==> src/rtl/uart_pkg.sv <==
// Shared definitions for the UART transmitter/receiver pair.
// State encoding widens to 3 bits when UART_TX_PARITY_EN adds the PARITY state.
package uart_pkg;

    localparam int unsigned DATA_BITS = 8;
    localparam int unsigned BIT_IDX_W = $clog2(DATA_BITS);

`ifdef UART_TX_PARITY_EN
    typedef enum logic [2:0] {
        ST_IDLE   = 3'd0,
        ST_START  = 3'd1,
        ST_DATA   = 3'd2,
        ST_STOP   = 3'd3,
        ST_PARITY = 3'd4
    } tx_state_t;
`else
    typedef enum logic [1:0] {
        ST_IDLE  = 2'd0,
        ST_START = 2'd1,
        ST_DATA  = 2'd2,
        ST_STOP  = 2'd3
    } tx_state_t;
`endif

    function automatic int unsigned cycles_per_bit(input int unsigned clk_freq,
                                                   input int unsigned baud);
        return clk_freq / baud;
    endfunction

endpackage

==> src/rtl/uart_baud_cnt.sv <==
// Bit-period counter: counts 0..CYCLES_PER_BIT-1 while enabled and flags the
// final cycle of each bit. Shared with the UART receiver.
module uart_baud_cnt #(
    parameter int unsigned CYCLES_PER_BIT = 434
) (
    input  logic i_Clk,
    input  logic i_Rst,
    input  logic i_Clr,
    input  logic i_En,
    output logic o_Last
);

    localparam int unsigned CNT_W = (CYCLES_PER_BIT > 1) ? $clog2(CYCLES_PER_BIT) : 1;
    localparam logic [CNT_W-1:0] LAST_CNT = CNT_W'(CYCLES_PER_BIT - 1);

    logic [CNT_W-1:0] r_Cnt;
    logic             w_AtLast;

    assign w_AtLast = (r_Cnt == LAST_CNT);

    always_ff @(posedge i_Clk or negedge i_Rst) begin
        if (!i_Rst) begin
            r_Cnt <= '0;
        end else if (i_Clr) begin
            r_Cnt <= '0;
        end else if (i_En) begin
            r_Cnt <= w_AtLast ? '0 : r_Cnt + 1'b1;
        end
    end

    assign o_Last = i_En && w_AtLast;

endmodule

==> src/rtl/uart_tx.sv <==
// UART transmitter, 8N1 LSB first, with a one-byte holding register for
// gap-free back-to-back frames. Define UART_TX_PARITY_EN to add a parity bit.
module uart_tx
    import uart_pkg::*;
#(
    parameter int unsigned BAUD           = 115200,
    parameter int unsigned CLK_FREQ       = 50_000_000,
    parameter int unsigned CYCLES_PER_BIT = cycles_per_bit(CLK_FREQ, BAUD)
`ifdef UART_TX_PARITY_EN
    ,
    parameter bit          PARITY_ODD     = 1'b0
`endif
) (
    input  logic                 i_Clk,
    input  logic                 i_Rst,
    input  logic                 i_fStart,
    input  logic [DATA_BITS-1:0] i_Data,
    output logic                 o_fReady,
    output logic                 o_fBusy,
    output logic                 o_fDone,
    output logic                 o_Tx
);

    tx_state_t              r_State;
    logic [DATA_BITS-1:0]   r_Hold;
    logic [DATA_BITS-1:0]   r_Shift;
    logic [BIT_IDX_W-1:0]   r_BitCnt;
    logic                   r_Ready;
    logic                   r_Busy;
    logic                   r_Done;
    logic                   r_Tx;

    logic                   w_Active;
    logic                   w_BitLast;
    logic                   w_Accept;
    logic                   w_Load;

    assign w_Active = (r_State != ST_IDLE);
    assign w_Accept = i_fStart && r_Ready;
    assign w_Load   = !r_Ready &&
                      ((r_State == ST_IDLE) || ((r_State == ST_STOP) && w_BitLast));

    uart_baud_cnt #(
        .CYCLES_PER_BIT(CYCLES_PER_BIT)
    ) u_baud_cnt (
        .i_Clk (i_Clk),
        .i_Rst (i_Rst),
        .i_Clr (!w_Active),
        .i_En  (w_Active),
        .o_Last(w_BitLast)
    );

    // Holding register; occupancy is the only thing o_fReady reports.
    always_ff @(posedge i_Clk or negedge i_Rst) begin
        if (!i_Rst) begin
            r_Hold  <= '0;
            r_Ready <= 1'b1;
        end else if (w_Accept) begin
            r_Hold  <= i_Data;
            r_Ready <= 1'b0;
        end else if (w_Load) begin
            r_Ready <= 1'b1;
        end
    end

`ifdef UART_TX_PARITY_EN
    logic r_Parity;

    always_ff @(posedge i_Clk or negedge i_Rst) begin
        if (!i_Rst) begin
            r_Parity <= 1'b0;
        end else if (w_Load) begin
            r_Parity <= (^r_Hold) ^ PARITY_ODD;
        end
    end
`endif

    // o_Tx is driven from the state held during the previous cycle, so every
    // line level trails its state by one clock but still lasts a full bit.
    always_ff @(posedge i_Clk or negedge i_Rst) begin
        if (!i_Rst) begin
            r_State  <= ST_IDLE;
            r_Shift  <= '0;
            r_BitCnt <= '0;
            r_Busy   <= 1'b0;
            r_Done   <= 1'b0;
            r_Tx     <= 1'b1;
        end else begin
            r_Done <= 1'b0;
            case (r_State)
                ST_IDLE: begin
                    r_Tx <= 1'b1;
                    if (w_Load) begin
                        r_Shift <= r_Hold;
                        r_State <= ST_START;
                        r_Busy  <= 1'b1;
                    end
                end
                ST_START: begin
                    r_Tx <= 1'b0;
                    if (w_BitLast) begin
                        r_State <= ST_DATA;
                    end
                end
                ST_DATA: begin
                    r_Tx <= r_Shift[0];
                    if (w_BitLast) begin
                        r_Shift <= r_Shift >> 1;
                        if (r_BitCnt == BIT_IDX_W'(DATA_BITS - 1)) begin
                            r_BitCnt <= '0;
`ifdef UART_TX_PARITY_EN
                            r_State  <= ST_PARITY;
`else
                            r_State  <= ST_STOP;
`endif
                        end else begin
                            r_BitCnt <= r_BitCnt + 1'b1;
                        end
                    end
                end
`ifdef UART_TX_PARITY_EN
                ST_PARITY: begin
                    r_Tx <= r_Parity;
                    if (w_BitLast) begin
                        r_State <= ST_STOP;
                    end
                end
`endif
                ST_STOP: begin
                    r_Tx <= 1'b1;
                    if (w_BitLast) begin
                        r_Done <= 1'b1;
                        if (w_Load) begin
                            r_Shift <= r_Hold;
                            r_State <= ST_START;
                        end else begin
                            r_State <= ST_IDLE;
                            r_Busy  <= 1'b0;
                        end
                    end
                end
                default: begin
                    r_Tx    <= 1'b1;
                    r_State <= ST_IDLE;
                    r_Busy  <= 1'b0;
                end
            endcase
        end
    end

    assign o_fReady = r_Ready;
    assign o_fBusy  = r_Busy;
    assign o_fDone  = r_Done;
    assign o_Tx     = r_Tx;

endmodule

==> config.mk <==
export PLATFORM = sky130hd
export DESIGN_NAME = uart_tx
export DESIGN_NICKNAME = d
export VERILOG_FILES = /design/src/rtl/uart_pkg.sv /design/src/rtl/uart_baud_cnt.sv /design/src/rtl/uart_tx.sv
export SDC_FILE = /design/constraint.sdc
export NUM_CORES = 1
export LEC_CHECK = 0
export BUFFER_PORTS_ARGS = -buffer_cell sky130_fd_sc_hd__clkbuf_2
export CORE_MARGIN = 8
export CORE_UTILIZATION = 40
export DETAILED_ROUTE_END_ITERATION = 7
export GPL_TIMING_DRIVEN = 0
export SYNTH_ARGS = -nofsm -noshare
export SYNTH_HDL_FRONTEND = slang
export SYNTH_SLANG_ARGS = --single-unit
==> constraint.sdc <==
create_clock -name i_Clk -period 1.9 [get_ports i_Clk]
set_input_delay 0.57 -clock i_Clk [delete_from_list [all_inputs] [get_ports i_Clk]]
set_output_delay 0.57 -clock i_Clk [all_outputs]
set_load 0.005 [all_outputs]
Word level (Yosys, flattened, before mapping). Index checks and enable logic that the tools add are counted.

Add/subtract/negate cells: 2. $mul: 0. Divide/modulo/power cells: 0. Magnitude comparators: 0. Eq/ne operators: 11. Shifts and indexed selects: 0. Mux-type cells: 22. Bitwise logic cells: 0. Reductions and logical operators: 16.

Operators with widths (count): two-way mux 8 bit (3); one-hot mux 8 bit (3 select lines) (1); two-way mux 9 bit (2); inequality test 2 bit (second input constant) (6); two-way mux 2 bit (5); adder 9 x 1 -> 9 bit (second input constant) (1); == test 9 bit (second input constant) (1); one-hot mux 2 bit (4 select lines) (1); two-way mux 1 bit (7); nonzero test 2 bit (3); AND reduction 5 bit (1); == test 2 bit (second input constant) (2); logical AND 1 bit (4); AND reduction 4 bit (1); adder 3 x 1 -> 3 bit (second input constant) (1); == test 3 bit (second input constant) (1); two-way mux 3 bit (1); one-hot mux 1 bit (3 select lines) (1); AND reduction 3 bit (1); nonzero test 3 bit (1); == test 2 x 1 -> 1 bit (second input constant) (1); zero test 2 bit (1); one-hot mux 1 bit (2 select lines) (1); AND reduction 2 bit (1); 3 further kinds (3).

Bits in registers: 34. Latch bits: 0. Bits in writable memories: 0. Bits in read-only memories: 0. Bits of input ports: 11. Output and inout port bits: 4. Logic and storage cells: 60. Memories: 0.

Depth between registers and ports, before layout. Gate-level depths: netlist of run 1.

Depth after elaboration: 8. Depth in mapped cells: 6. Mapped depth without buffers: 6.

Hierarchy. Synthesis of run 1 repeated with hierarchy kept, for this count alone.

Cell total of the unflattened synthesis: 145. Area, all modules: 1700.4 µm².

Modules (own cells, without submodules): uart_tx (instances 1, cells an instance 90, area each 1184.9 µm², sequential area each 628.1 µm²); uart_baud_cnt (instances 1, cells an instance 55, area each 515.5 µm², sequential area each 225.2 µm²).

Worst setup path before layout of run 1. Ideal clock, no wire load.

Kind: flip-flop to flip-flop. Start point: register r_State[0]. End point: register r_Shift[6]. Library setup time: 0.125 ns. Arrival time: 1.723 ns. Required time: 1.775 ns. Path slack: 0.052 ns. Cell stages (with the launch flop): 7. Path buffers: 0. Clock period less this slack: 1.848 ns. Path through: dfrtp_1 -> inv_1 -> ha_1 -> or2_2 -> nor4b_2 -> a31oi_4 -> mux2_4.

Word-level cells in the longest chain between the ends: 8. Elaborated cells on any way between the ends: 15. Classes of those cells: eq/ne: 4; mux: 3; reduce/logical: 8.

Ends and longest elaborated chain: start: declaration (line uart_tx.sv:24) `tx_state_t r_State;`; start signal: assignment (line uart_tx.sv:82) `r_State <= ST_IDLE;`; start signal: assignment (line uart_tx.sv:95) `r_State <= ST_START;`; start signal: assignment (line uart_tx.sv:102) `r_State <= ST_DATA;`; nonzero test 2 bit (line uart_tx.sv:38) `assign w_Active = (r_State != ST_IDLE);`; logical AND 1 bit (line uart_baud_cnt.sv:31) `assign o_Last = i_En && w_AtLast;`; logical AND 1 bit (line uart_tx.sv:41) `((r_State == ST_IDLE) || ((r_State == ST_STOP) && w_BitLast));`; logical OR 1 bit (line uart_tx.sv:41); logical AND 1 bit (line uart_tx.sv:40) `assign w_Load = !r_Ready &&`; two-way mux 8 bit (2 in series); one-hot mux 8 bit (3 select lines) (line uart_tx.sv:90) `case (r_State)`; end signal: assignment (line uart_tx.sv:94) `r_Shift <= r_Hold;`; end signal: assignment (line uart_tx.sv:108) `r_Shift <= r_Shift >> 1;`; end signal: assignment (line uart_tx.sv:134) `r_Shift <= r_Hold;`; end: declaration (line uart_tx.sv:26) `logic [DATA_BITS-1:0] r_Shift;`.

Several ways; a longest one is shown, not always the timed one. The select of a mux whose other input is x is not followed. A chain may end at the register's enable or synchronous reset.

Worst setup path after layout of run 1.
Start point: register r_State[0]. End point: register r_Shift[4].

The elaborated chain is that of the path after synthesis.

==> key figures, run 1 <==
Timing
  – Unrepaired setup endpoints after global routing: yes
  – Post-route minimum period: 1810 ps
  – Headroom to the max-slew limit: 44.2%
  – Final-report setup violation count: 0
  – Final hold violation count: 0
  – Worst-margin pin slew: 837 ps
  – Upper clock frequency limit: 553 MHz
  – Final setup skew: 3.43 ps
  – Aggregate negative setup slack: 0 ps
  – Final-report max-slew violation count: 0
  – Final worst setup slack: 93.2 ps
  – Final critical-path share of the clock period: 95.1%

Cells and area
  – Layout filler cell count: 366
  – Fraction of layout instances using a drive strength above 1: 44.1%
  – Final-stage net count: 171
  – Synth-to-Final Area Change: 15.4%
  – # diodes: 0

Critical path
  – CP cell instances: inv_2, ha_2, or2_4, a31oi_4, mux2_2
  – Startpoint type of the worst setup path: flop
  – Category of the most critical setup path: reg -> reg
  – Slowest stage cell, crit path: sky130_fd_sc_hd__dfrtp_1
  – Data arrival time at the worst-slack endpoint: 1980 ps
  – Critical path endpoint category: flop
  – Worst endpoint required time: 2070 ps
  – Worst Path Max Fanout: 8
  – Slowest cell delay on critical path: 400 ps

Global route
  – Global router's overall resource usage: 10.8%
  – Antenna violations before repair: 0
  – Vias in the first global route: 1102
  – Overflow left after global routing: 0
  – Met3 Use GR: 5.36%
  – Met2 track demand over resource: 15.6%
  – Layer with the highest usage after global routing: met2
  – Wire length of the first global-routing pass: 5330 um
  – Fraction of met1 tracks used by global routing: 12.8%
  – Maximum number of pins on one net before global-route repair: 35

CTS
  – CTS tree: built
  – Root buf cell: sky130_fd_sc_hd__clkbuf_8
  – Largest buffer count on any clock path: 2
  – Clock Sinks: 34
  – Skew-Pair Late Insertion Delay: 290 ps
  – Post-CTS Hold Buffers: 0
  – Clock transition at the register clock pins on the worst setup and hold paths after CTS: 70 ps
  – Depth of the CTS H-tree: 2
  – Total clock buffers created by CTS: 5

Yosys
  – Yosys top cell by area: sky130_fd_sc_hd__dfrtp_1
  – Proportion of netlist area held by the largest area contributor: 47.9%
  – Number of enable flip-flop cells after synthesis: 0
  – Synth warn: 0
  – Leading register cell type out of synthesis: sky130_fd_sc_hd__dfrtp_1
  – Avg Inst Size Synth: 13.0 um2
  – Most common library cells after synthesis: sky130_fd_sc_hd__dfrtp_1 (32), sky130_fd_sc_hd__mux2_2 (26), sky130_fd_sc_hd__nor2_1 (10)
  – Proportion of synthesized flip-flops having asynchronous set or reset: 100%
  – Post-Syn Nets: 149
  – Number of synthesized register bits: 34
  – Number of distinct library cells after synthesis: 35
  – Leading post-synthesis cells by cell area: sky130_fd_sc_hd__dfrtp_1 (48%), sky130_fd_sc_hd__mux2_2 (18%), sky130_fd_sc_hd__ha_1 (6.7%)
  – Synth Instances: 129
  – Post-synthesis cell area: 1670 um2
  – Most frequent cell after synthesis: sky130_fd_sc_hd__dfrtp_1
  – Sequential share of the synthesized area: 51.0%

Detailed routing
  – Final routed DRC violation total: 0
  – Final antenna-violating net count: 0
  – DR pass1 iterations: 3
  – Wire per inst: 14.5 um
  – Overall via count from detail_route: 1024
  – Number of violations reported at the end of detailed-routing iteration 0: 25
  – Sum of routed wire length over all layers: 2940 um
  – Via-to-Cell Ratio: 5.07

Pwr
  – Peak supply drop: 0.542 mV
  – Leakage: 0.895 nW
  – Ratio of total power to cell area: 828 nW/um2
  – Total power: 0.00160 W

Run status
  – Outcome: complete, no violations

Place
  – Detail Placement HPWL: 2060 um
  – GP Congestion: 0.816
  – Post-place setup slack: -79.0 ps
  – Port Buffers: 14

Floorplan
  – Core Area: 4000 um2
  – Cell row count: 23
  – Number of ports placed on the die boundary: 15
  – Total Die Area: 6500 um2
  – Die Span X: 80.6 um
  – Die Y: 80.6 um
  – Starting density of the core: 41.8%

Hold path
  – Worst hold path class: in -> async

Job
  – Max capacitance violation total: 0
-- sequential cells by signal (all words and copies together) (netlist names) --
register,cells
o_Tx,1
o_fBusy,1
o_fDone,1
o_fReady,1
r_BitCnt,3
r_Hold,8
r_Shift,8
r_State,2
u_baud_cnt.r_Cnt,9
-- critical path, delay by kind of cell (launching register included) --
kind | cells | cell delay (ps)
DFF | 1 | 400
muxes | 1 | 380
AOI/OAI and AO/OA | 1 | 350
and+or+nand+nor | 1 | 280
adders and majority gates | 1 | 200
buffers and inverters | 1 | 80
-- power by group --
part	internal, W	switching (W)	leakage (nW)
Clock	0.000292	0.000253	0.0482
Sequential	0.000814	0.0000469	0.430
Combinational	0.000133	0.0000590	0.417
-- through the flow --
stage          hold WS (ps)  instances  instance area (um2)  utilization (%)
6_report                370        202                 1930             48.2
3_3_place_gp            473        193                 1800             45.1
5_1_grt                 440        202                 1930             48.2
3_5_place_dp            480        193                 1800             45.1
2_1_floorplan           274        129                 1670                -
4_1_cts                 399        200                 1910             47.7
-- placed cells by master, fill, tap and decap left out, types with 2 or more instances in the layout --
cell,netlist,final
sky130_fd_sc_hd__buf_4,0,2
sky130_fd_sc_hd__nor2_1,10,10
sky130_fd_sc_hd__inv_1,5,4
sky130_fd_sc_hd__xnor2_1,3,3
sky130_fd_sc_hd__mux2_2,26,26
sky130_fd_sc_hd__nor3_1,2,2
sky130_fd_sc_hd__dfstp_2,2,2
sky130_fd_sc_hd__xor2_1,3,3
sky130_fd_sc_hd__ha_1,9,7
sky130_fd_sc_hd__nand3_1,2,2
sky130_fd_sc_hd__clkbuf_2,0,15
sky130_fd_sc_hd__nand2_1,5,5
sky130_fd_sc_hd__dfrtp_1,32,32
sky130_fd_sc_hd__a21oi_1,5,5
sky130_fd_sc_hd__clkbuf_8,0,6
sky130_fd_sc_hd__ha_2,0,2
-- kinds of logic (layout without fill, tap and decap cells) --
logic type               after synthesis  after routing  share of synthesized area (%)
flip-flops                            34             34                           51.0
AO/OA/AOI/OAI                         15             15                           7.41
AND/OR/NAND/NOR                       31             31                           11.7
adder cells (fa/ha/maj)                9              9                           6.74
XOR/XNOR                               6              6                           3.14
buffers and inverters                  7             30                           1.57
multiplexers                          27             27                           18.4
-- area by class of cell --
| class | instances | area (um2) | share of cell area [%] |
|---|---|---|---|
| clock buffers | 7 | 86.3 | 4.47 |
| clock inverters | 1 | 5.00 | 0.259 |
| well taps | 50 | 62.6 | 3.24 |
| repair buffers | 16 | 85.1 | 4.41 |
| plain buffers | 1 | 5.00 | 0.259 |
| flip-flops and latches | 34 | 853 | 44.2 |
| inverters | 5 | 18.8 | 0.973 |
| multi-input cells | 88 | 813 | 42.2 |
-- metal layers --
metal / up-vias / routed length, um
li1: 500 / -
met1: 506 / 1350
met2: 14 / 1380
met3: 4 / 156
met4: 0 / 46
met5: - / 0
-- worst paths after layout --
| check | startpoint | cells after the start | slack [ps] | end |
|---|---|---|---|---|
| min in group i_Clk | u_baud_cnt.r_Cnt[0]$_DFF_PN0_ | 1 | 490 | u_baud_cnt.r_Cnt[0]$_DFF_PN0_ |
| setup / recovery | r_State[0]$_DFFE_PN0P_ | 5 | 90 | r_Shift[4]$_DFFE_PN0P_ |
| hold reg to reg | u_baud_cnt.r_Cnt[0]$_DFF_PN0_ | 1 | 490 | u_baud_cnt.r_Cnt[0]$_DFF_PN0_ |
| setup reg to reg | r_State[0]$_DFFE_PN0P_ | 5 | 90 | r_Shift[4]$_DFFE_PN0P_ |
| hold / removal | i_Rst | 1 | 370 | u_baud_cnt.r_Cnt[3]$_DFF_PN0_ |
| max in group asynchronous | i_Rst | 1 | 1010 | r_State[1]$_DFFE_PN0P_ |
-- what timing repair did --
action | 4_1_cts | 5_1_grt
buffers inserted | 0 | 2
pin swaps | 2 | 2
endpoints found under the setup margin | 9 | 10
gates resized for setup | 4 | 3
Power figures use the tool's default switching activity.
==> run 2, diff against run 1 <==
- GPL_ROUTABILITY_DRIVEN: not set -> 0
- SETUP_SLACK_MARGIN: not set -> 0.1
==> key figures, run 2 (synthesis gave the netlist of run 1 again) <==
Run status
  – Outcome: complete, no violations

Critical path
  – Worst endpoint required time: 2070 ps (about the same)
  – Startpoint type of the worst setup path: flop
  – Worst Path Max Fanout: 8 (unchanged)
  – FF-to-FF setup slack: 60 ps (-30 ps)
  – Reg2Reg Launch Point: r_State[0]$_DFFE_PN0P_
  – Worst reg2reg path depth: 7 (+2)
  – Critical path endpoint category: flop
  – Capture instance of the worst register-to-register path: r_Shift[6]$_DFFE_PN0P_
  – Cell family with the largest share of critical-path delay: simple AND/OR/NAND/NOR gates
  – Slowest cell delay on critical path: 420 ps (+20 ps)
  – Category of the most critical setup path: reg -> reg
  – CP cell instances: inv_4, ha_4, or2_4, nor4b_4, a31oi_4, buf_12, mux2_4
  – Data arrival time at the worst-slack endpoint: 2010 ps (+30 ps)
  – Buffer and inverter count on the worst path: 2 (+1)
  – Slowest stage cell, crit path: sky130_fd_sc_hd__dfrtp_2

Cells and area
  – Layout filler cell count: 352 (-3.8%)
  – Fraction of layout instances using a drive strength above 1: 49.1% (+5.0 points)
  – Final-stage net count: 178 (+4.1%)
  – Synth-to-Final Area Change: 22.2%
  – Most frequent cells in the layout: sky130_fd_sc_hd__dfrtp_1 (30), sky130_fd_sc_hd__mux2_2 (26), sky130_fd_sc_hd__clkbuf_2 (15), sky130_fd_sc_hd__nor2_1 (10), sky130_fd_sc_hd__buf_4 (8)
  – Register ranked first by flip-flop count: u_baud_cnt.r_Cnt
  – Final standard cell area without fillers: 2040 um2 (+5.8%)
  – Largest register FFs: 9 (unchanged)
  – Commonest non-fill, non-tap cell in the layout: sky130_fd_sc_hd__dfrtp_1
  – Top flop regs: u_baud_cnt.r_Cnt (9), r_Hold (8), r_Shift (8)
  – # diodes: 0 (unchanged)
  – Final non-filler cell total: 209 (+3.5%)

Timing
  – Unrepaired setup endpoints after global routing: yes
  – Final-report setup violation count: 0 (unchanged)
  – Post-route minimum period: 1840 ps (+31.7 ps)
  – Headroom to the max-slew limit: 45.5% (+1.3 points)
  – Final setup skew: 4.13 ps (+0.698 ps)
  – Final critical-path share of the clock period: 96.8% (+1.7 points)
  – Minimum hold slack: 370 ps (+0.750 ps)
  – Worst-margin pin slew: 818 ps (-19.1 ps)
  – Aggregate negative setup slack: 0 ps (unchanged)
  – Final hold violation count: 0 (unchanged)
  – Upper clock frequency limit: 544 MHz (-1.7%)
  – Final-report max-slew violation count: 0 (unchanged)

Place
  – Number of instances in the placed design: 193 (unchanged)
  – Placed instance area: 1820 um2 (+0.76%)
  – Detail Placement HPWL: 2130 um (+3.6%)
  – Port Buffers: 14 (unchanged)

Floorplan
  – Cell row count: 23 (unchanged)
  – Die Y: 80.6 um (unchanged)
  – Number of ports placed on the die boundary: 15 (unchanged)
  – Core Area: 4000 um2 (unchanged)
  – Die Span X: 80.6 um (unchanged)
  – Starting density of the core: 41.8% (unchanged)
  – Total Die Area: 6500 um2 (unchanged)

Global route
  – Maximum number of pins on one net before global-route repair: 35 (unchanged)
  – Antenna violations before repair: 0 (unchanged)
  – Wire length of the first global-routing pass: 5520 um (+3.5%)
  – Overflow left after global routing: 0 (unchanged)
  – Vias in the first global route: 1198 (+8.7%)
  – Global router's overall resource usage: 11.0% (+0.15 points)

Detailed routing
  – Overall via count from detail_route: 1071 (+4.6%)
  – Final antenna-violating net count: 0 (unchanged)
  – Number of violations reported at the end of detailed-routing iteration 0: 57 (+130%)
  – Via-to-Cell Ratio: 5.12 (+1.1%)
  – Final routed DRC violation total: 0 (unchanged)
  – Sum of routed wire length over all layers: 3110 um (+6.1%)
  – DR pass1 iterations: 3 (unchanged)
  – Wire per inst: 14.9 um (+2.5%)

CTS
  – Post-CTS Hold Buffers: 0 (unchanged)
  – Total clock buffers created by CTS: 5 (unchanged)
  – Skew-Pair Late Insertion Delay: 290 ps (about the same)
  – Clock Sinks: 34 (unchanged)
  – CTS tree: built
  – Clock transition at the register clock pins on the worst setup and hold paths after CTS: 70 ps (about the same)
  – Depth of the CTS H-tree: 2 (unchanged)
  – Root buf cell: sky130_fd_sc_hd__clkbuf_8
  – Largest buffer count on any clock path: 2 (unchanged)

Pwr
  – Ratio of total power to cell area: 785 nW/um2 (-5.2%)
  – Peak supply drop: 0.526 mV (-3.1%)
  – Leakage: 0.939 nW (+4.9%)
  – Total power: 0.00160 W (+0.29%)

Hold path
  – Worst hold path class: in -> async

Job
  – Max capacitance violation total: 0 (unchanged)
-- run 2: changes by cell type in the layout (fill, tap and decap cells not counted), sizes merged --
cell,delta
buf,+7
-- run 2: where the power goes --
part / total, W / leakage, nW / internal, W / switching, W
Sequential: 0.000860 / 0.428 / 0.000814 / 0.0000463
Clock: 0.000547 / 0.0482 / 0.000292 / 0.000255
Combinational: 0.000195 / 0.463 / 0.000133 / 0.0000618
-- run 2: final cells by class --
class | instances | area (um2) | area share [%]
clock inverters | 1 | 5.00 | 0.245
plain buffers | 1 | 5.00 | 0.245
clock buffers | 7 | 86.3 | 4.23
well taps | 50 | 62.6 | 3.06
multi-input cells | 88 | 856 | 41.9
inverters | 5 | 21.3 | 1.04
flip-flops and latches | 34 | 856 | 41.9
repair buffers | 23 | 150 | 7.35
-- run 2: through the flow --
stage,utilization [%],setup WS (ps)
2_1_floorplan,-,91.3
4_1_cts,50.0,67.7
3_5_place_dp,45.4,-50.8
6_report,51.0,61.4
5_1_grt,51.0,-0.760
3_3_place_gp,45.4,-35.2
-- run 2: worst max path at each step --
stage | cells past startpoint | endpoint | start
6_report | 7 | r_Shift[6]$_DFFE_PN0P_ | r_State[0]$_DFFE_PN0P_
5_1_grt | 7 | r_Shift[6]$_DFFE_PN0P_ | r_State[0]$_DFFE_PN0P_
4_1_cts | 7 | r_Shift[6]$_DFFE_PN0P_ | r_State[0]$_DFFE_PN0P_
3_5_place_dp | 5 | r_Shift[6]$_DFFE_PN0P_ | r_State[0]$_DFFE_PN0P_
3_3_place_gp | 5 | r_Shift[6]$_DFFE_PN0P_ | r_State[0]$_DFFE_PN0P_
2_1_floorplan | 6 | r_Shift[6]$_DFFE_PN0P_ | r_State[0]$_DFFE_PN0P_
-- run 2: metal layers --
metal | GRT usage (%) | share of wire, %
met5 | 0 | 0
met4 | 4.91 | 2.2
met3 | 4.46 | 4.4
met2 | 17.6 | 47
met1 | 12.5 | 46
-- run 2: worst reg2reg max path, stage by stage, from the launching register on --
cell and delay (ps):
sky130_fd_sc_hd__dfrtp_2 420, sky130_fd_sc_hd__inv_4 60, sky130_fd_sc_hd__ha_4 160, sky130_fd_sc_hd__or2_4 270, sky130_fd_sc_hd__nor4b_4 310, sky130_fd_sc_hd__a31oi_4 60
sky130_fd_sc_hd__buf_12 150, sky130_fd_sc_hd__mux2_4 290
-- run 2: repair_timing --
item,4_1_cts,5_1_grt
pin swaps,5,3
setup endpoints to repair,12,11
gates resized for setup,9,5
buffers inserted,7,2
cloned,0,0
